==> src/rtl/sl_preceptron_weight_loader.sv <==
// Streams VECTOR_LENGTH weight bytes into the perceptron SRAM from a base address.
// Optional readback checksum verification is built when WEIGHT_LOADER_VERIFY_EN is defined.
module sl_preceptron_weight_loader #(
   parameter int unsigned WEIGHTS_WIDTH  = 8,
   parameter int unsigned MEM_ADDR_WIDTH = 16,
   parameter int unsigned VECTOR_LENGTH  = 64,
   parameter int unsigned CSUM_WIDTH     = WEIGHTS_WIDTH + $clog2(VECTOR_LENGTH)
) (
   input  logic                      clk,
   input  logic                      rst,
   input  logic                      start,
   input  logic [MEM_ADDR_WIDTH-1:0] base_addr,
   input  logic                      abort,
   input  logic                      s_valid,
   input  logic [WEIGHTS_WIDTH-1:0]  s_data,
   output logic                      s_ready,
   input  logic                      mem_busy,
   output logic                      mem_wen,
   output logic                      mem_ren,
   output logic [MEM_ADDR_WIDTH-1:0] mem_addr,
   output logic [WEIGHTS_WIDTH-1:0]  mem_wdata,
   input  logic [WEIGHTS_WIDTH-1:0]  mem_rdata,
   output logic                      busy,
   output logic                      done,
   output logic                      error,
   output logic [CSUM_WIDTH-1:0]     checksum
);

   localparam int unsigned CNT_W = $clog2(VECTOR_LENGTH);
   localparam logic [CNT_W-1:0] LAST_IDX = CNT_W'(VECTOR_LENGTH - 1);

   typedef enum logic [2:0] {
      S_IDLE,
      S_WRITE,
      S_VERIFY,
      S_WAIT,
      S_DONE
   } state_t;

   state_t                    state;
   logic [MEM_ADDR_WIDTH-1:0] base_q;
   logic [CNT_W-1:0]          wcnt;
   logic [CSUM_WIDTH-1:0]     csum_q;
   logic                      wr_beat;
   logic                      rd_issue;

`ifdef WEIGHT_LOADER_VERIFY_EN
   logic [CNT_W-1:0]          rcnt;
   logic [CSUM_WIDTH-1:0]     rsum;
   logic                      rd_pend;
   logic                      err_q;
`endif

   // Strobes are combinational so a beat is written in the cycle it is accepted.
   assign s_ready = (state == S_WRITE) && !mem_busy && !abort;
   assign wr_beat = s_ready && s_valid;

`ifdef WEIGHT_LOADER_VERIFY_EN
   assign rd_issue = (state == S_VERIFY) && !mem_busy && !abort;
   assign error    = err_q;
`else
   logic unused_rdata;
   assign unused_rdata = ^mem_rdata;
   assign rd_issue     = 1'b0;
   assign error        = 1'b0;
`endif

   assign mem_wen  = wr_beat;
   assign mem_ren  = rd_issue;
   assign busy     = (state != S_IDLE);
   assign done     = (state == S_DONE);
   assign checksum = csum_q;

   always_comb begin
      mem_addr  = '0;
      mem_wdata = '0;
      if (wr_beat) begin
         mem_addr  = base_q + MEM_ADDR_WIDTH'(wcnt);
         mem_wdata = s_data;
      end
`ifdef WEIGHT_LOADER_VERIFY_EN
      else if (rd_issue) begin
         mem_addr = base_q + MEM_ADDR_WIDTH'(rcnt);
      end
`endif
   end

   always_ff @(posedge clk or posedge rst) begin
      if (rst) begin
         state   <= S_IDLE;
         base_q  <= '0;
         wcnt    <= '0;
         csum_q  <= '0;
`ifdef WEIGHT_LOADER_VERIFY_EN
         rcnt    <= '0;
         rsum    <= '0;
         rd_pend <= 1'b0;
         err_q   <= 1'b0;
`endif
      end else if (abort) begin
         state   <= S_IDLE;
`ifdef WEIGHT_LOADER_VERIFY_EN
         rd_pend <= 1'b0;
`endif
      end else begin
         case (state)
            S_IDLE: begin
               if (start) begin
                  base_q <= base_addr;
                  wcnt   <= '0;
                  csum_q <= '0;
`ifdef WEIGHT_LOADER_VERIFY_EN
                  rcnt   <= '0;
                  rsum   <= '0;
                  err_q  <= 1'b0;
`endif
                  state  <= S_WRITE;
               end
            end
            S_WRITE: begin
               if (wr_beat) begin
                  csum_q <= csum_q + CSUM_WIDTH'(s_data);
                  wcnt   <= wcnt + 1'b1;
                  if (wcnt == LAST_IDX) begin
`ifdef WEIGHT_LOADER_VERIFY_EN
                     state <= S_VERIFY;
`else
                     state <= S_DONE;
`endif
                  end
               end
            end
`ifdef WEIGHT_LOADER_VERIFY_EN
            S_VERIFY: begin
               // Read data lands one cycle after its strobe, regardless of mem_busy then.
               rd_pend <= rd_issue;
               if (rd_pend) rsum <= rsum + CSUM_WIDTH'(mem_rdata);
               if (rd_issue) begin
                  rcnt <= rcnt + 1'b1;
                  if (rcnt == LAST_IDX) state <= S_WAIT;
               end
            end
            S_WAIT: begin
               rd_pend <= 1'b0;
               rsum    <= rsum + CSUM_WIDTH'(mem_rdata);
               if ((rsum + CSUM_WIDTH'(mem_rdata)) != csum_q) err_q <= 1'b1;
               state   <= S_DONE;
            end
`endif
            S_DONE:  state <= S_IDLE;
            default: state <= S_IDLE;
         endcase
      end
   end

endmodule
==> config.mk <==
export PLATFORM = sky130hd
export DESIGN_NAME = sl_preceptron_weight_loader
export DESIGN_NICKNAME = d
export VERILOG_FILES = /design/src/rtl/sl_preceptron_weight_loader.sv
export SDC_FILE = /design/constraint.sdc
export NUM_CORES = 1
export LEC_CHECK = 0
export CAP_MARGIN = 40
export CELL_PAD_IN_SITES_DETAIL_PLACEMENT = 0
export CELL_PAD_IN_SITES_GLOBAL_PLACEMENT = 1
export CORE_ASPECT_RATIO = 0.6
export CORE_MARGIN = 2
export CORE_UTILIZATION = 36
export DETAILED_ROUTE_END_ITERATION = 12
export GPL_TIMING_DRIVEN = 1
export PLACE_DENSITY = 0.94
export SYNTH_ARGS = -nofsm -noshare
export SYNTH_HDL_FRONTEND = slang
export SYNTH_SLANG_ARGS = --single-unit
==> constraint.sdc <==
create_clock -name clk -period 4.75 [get_ports clk]
set_clock_uncertainty 0.1 [all_clocks]
set_input_delay 0.95 -clock clk [delete_from_list [all_inputs] [get_ports clk]]
set_output_delay 0.95 -clock clk [all_outputs]
set_load 0.005 [all_outputs]
==> results of run 1 <==
## state kept, by name, summed over array words and instances (netlist names)
name	count
state	2
wcnt	6
base_q	16
checksum	14
## layout by cell type, fill, tap and decap left out, drive strengths merged, types with 2 or more instances in the layout
cell	count
nor3	6
a311oi	2
nand4	5
o21ai	22
o211ai	4
fa	2
clkdlybuf4s50	71
nor2b	2
nand2	57
nor2	27
ha	15
or2	5
conb	2
clkbuf	7
and2	9
a21o	5
xor2	15
nand2b	4
o21a	4
buf	6
o22ai	2
nand3	6
a21oi	9
or3b	2
inv	10
dfrtp	38
or3	3
xnor2	6
a211oi	3
o2111ai	3
## worst max path at each step
stage                from      endpoint  slack [ns]
global route        abort  mem_addr[14]        0.39
floorplan           abort   mem_addr[2]        1.60
finish              abort  mem_addr[14]        0.54
detailed placement  abort  mem_addr[14]        0.51
CTS                 abort  mem_addr[14]        0.51
global placement    abort   mem_addr[2]        0.52
## logic make-up after synthesis
| kind of cell | count (synthesis) | share of synthesized area |
|---|---|---|
| AOI/OAI and AO/OA | 64 | 0.1764 |
| xor gates and xnor gates | 21 | 0.07263 |
| adders and majority gates | 17 | 0.08992 |
| buffers and inverters | 22 | 0.04051 |
| DFF | 38 | 0.3755 |
| other | 1 | 0.001481 |
| and+or+nand+nor | 131 | 0.2436 |
## critical path, cell delays in order
cell and delay, ns:
clkdlybuf4s50_1 0.53, or3b_1 0.43, or2_1 0.28, inv_1 0.12, nand2_1 0.07, o31ai_1 0.23
clkdlybuf4s50_1 0.55
## power groups by stage
stage               Sequential (W)  Clock (W)  Combinational, W
floorplan                 0.000393          0          0.000141
global placement          0.000404          0          0.000218
detailed placement        0.000406          0          0.000224
CTS                       0.000400   0.000379          0.000228
global route              0.000408   0.000393          0.000254
finish                    0.000401   0.000370          0.000227
## Yosys cell counts, drive strengths merged, types with 5 or more instances
library cell	n	share of area
nand2	57	0.084
dfrtp	38	0.38
nor2	27	0.041
o21ai	22	0.045
ha	15	0.074
xor2	15	0.052
inv	10	0.015
a21oi	9	0.018
and2	9	0.022
buf	6	0.017
clkbuf	6	0.0089
nand3	6	0.012
nor3	6	0.012
xnor2	6	0.021
a21o	5	0.015
nand4	5	0.012
or2	5	0.012
## area by class of cell
class | count | share of cell area
Timing Repair Buffer | 77 | 0.2174
Clock buffer | 7 | 0.03778
Clock inverter | 1 | 0.008553
Tap cell | 87 | 0.03100
Sequential cell | 38 | 0.2708
Multi-Input combinational cell | 235 | 0.4237
Inverter | 10 | 0.01069
## through the flow
stage	hold WS (ns)	std cells	utilization
after floorplan	0.3523	295	-
after global placement	0.3664	446	0.4950
after detailed placement	0.3779	447	0.4972
after CTS	0.3900	455	0.5214
after global routing	0.4219	455	0.5214
final	0.3890	455	0.5214
## layer usage
layer,GRT usage,up-vias,share of wire
li1,-,1160,-
met1,0.2801,1096,0.53
met2,0.2613,73,0.40
met3,0.04808,2,0.067
met4,0.02896,0,0.0028
met5,0,-,0
==> results.txt, run 1 <==
Multi-input gate area -> 0.001488 mm²
Worst Hold Launch -> base_q[0]
Filler instances -> 653
Die area -> 0.007743 mm²
Max cap viols -> 0
Nets@finish -> 422
Total grt overflow -> 0
Vias/cell -> 5.123
Final setup fails -> 0
# resized after CTS -> 0
Total clock sinks -> 38
Status -> finished, final reports clean
Max-slew violation count -> 0
CP Data Arrival Time -> 3.16 ns
Register share of total power -> 0.402
Max Clk Rate -> 237.6 MHz
Largest net degree at the start of global routing -> 29
Internal power -> 0.0007221 W
Sw frac -> 0.2764
Clock period minus worst slack -> 4.209 ns
Worst slew margin -> 0.5727
Worst-path clk slew -> 0.05 ns
Hold worst-path end -> base_q[0]
Core area -> 0.006734 mm²
Synth Register Bits -> 38
CTS tree -> yes
Setup repair bufs after CTS -> 0
Combinational power share -> 0.227
Net Switching -> 0.0002758 W
Placer Congestion -> 0.8501
Via count -> 2331
RSZ-0062 raised after global routing -> no
EDFF count, synth -> 0
Placed cell area -> 0.003348 mm²
H-tree depth -> 2
# diodes -> 0
First-pass GRT wire length -> 11.01 mm
Final hold violations -> 0
Worst Reg-to-Reg Cells -> 8
Sequential fraction of the synthesis area -> 0.3755
Worst-Margin Slew -> 0.6409 ns
Drt total wl -> 6.737 mm
VDD IR max -> 0.1379 mV
Width of the die -> 112.3 µm
FF/Latch Area -> 950.9 µm²
I/O pin cnt -> 82
Critical R2R Capture -> checksum[10]
DR pass1 iterations -> 4
Leak -> 1.526 nW
Initial antenna violation count -> 0
Worst setup SP type -> input port
Routed len/inst -> 14.81 µm
Clock latency on the worst-skew pair -> 0.28 ns
Syn. warnings -> 0
Final setup TNS -> 0 ns
Top_reg_cell synth -> dfrtp_1
Hold Crit Class -> reg -> reg
Reg2reg start -> checksum[0]
Post-Layout Inst Area -> 0.003511 mm²
Final period utilization -> 0.8861
Post-synthesis async set-or-reset flop share -> 1.000
Detailed-route DRC error count -> 0
Final worst slack -> 0.5410 ns
Worst slack at placement -> 0.5122 ns
Root Driver -> clkbuf_16
CP Max Fanout -> 5
Synthesis-to-finish area growth -> 38.64%
Vias in the first global route -> 2239
Clock power frac -> 0.371
Num rows -> 23
Hold depth -> 2
Final HPWL DP -> 5.238 mm
Distinct cell type count after synthesis -> 52
Power Dens Cells -> 284.2 mW/mm²
Die Ht -> 68.97 µm
Mapped Area -> 0.002532 mm²
Cts hold-fix bufs -> 0
Worst reg-to-reg setup slack -> 2.27 ns
Initial DRC count -> 186
Synthesized area per cell -> 8.614 µm²
Setup CP Type -> in -> out
# port buffers -> 71
Crit end category -> output port
Total power -> 0.0009979 W
DRT antenna net count -> 0
Gate Count Post-Synth -> 294
Total GRT Usage -> 0.1833
Fraction of layout cells with a size suffix above 1 -> 0.06522
Worst EP required -> 3.70 ns
CTS buffer count -> 5
CTS Buffer Depth -> 2
Initial Util -> 0.3761
Note: power is estimated with default switching activity, not from simulation.
==> run 2, diff against run 1 <==
Settings changed: SLEW_MARGIN set to 25.
==> results of run 2 <==
The final DEF is identical to that of run 1; final timing and power are the same.
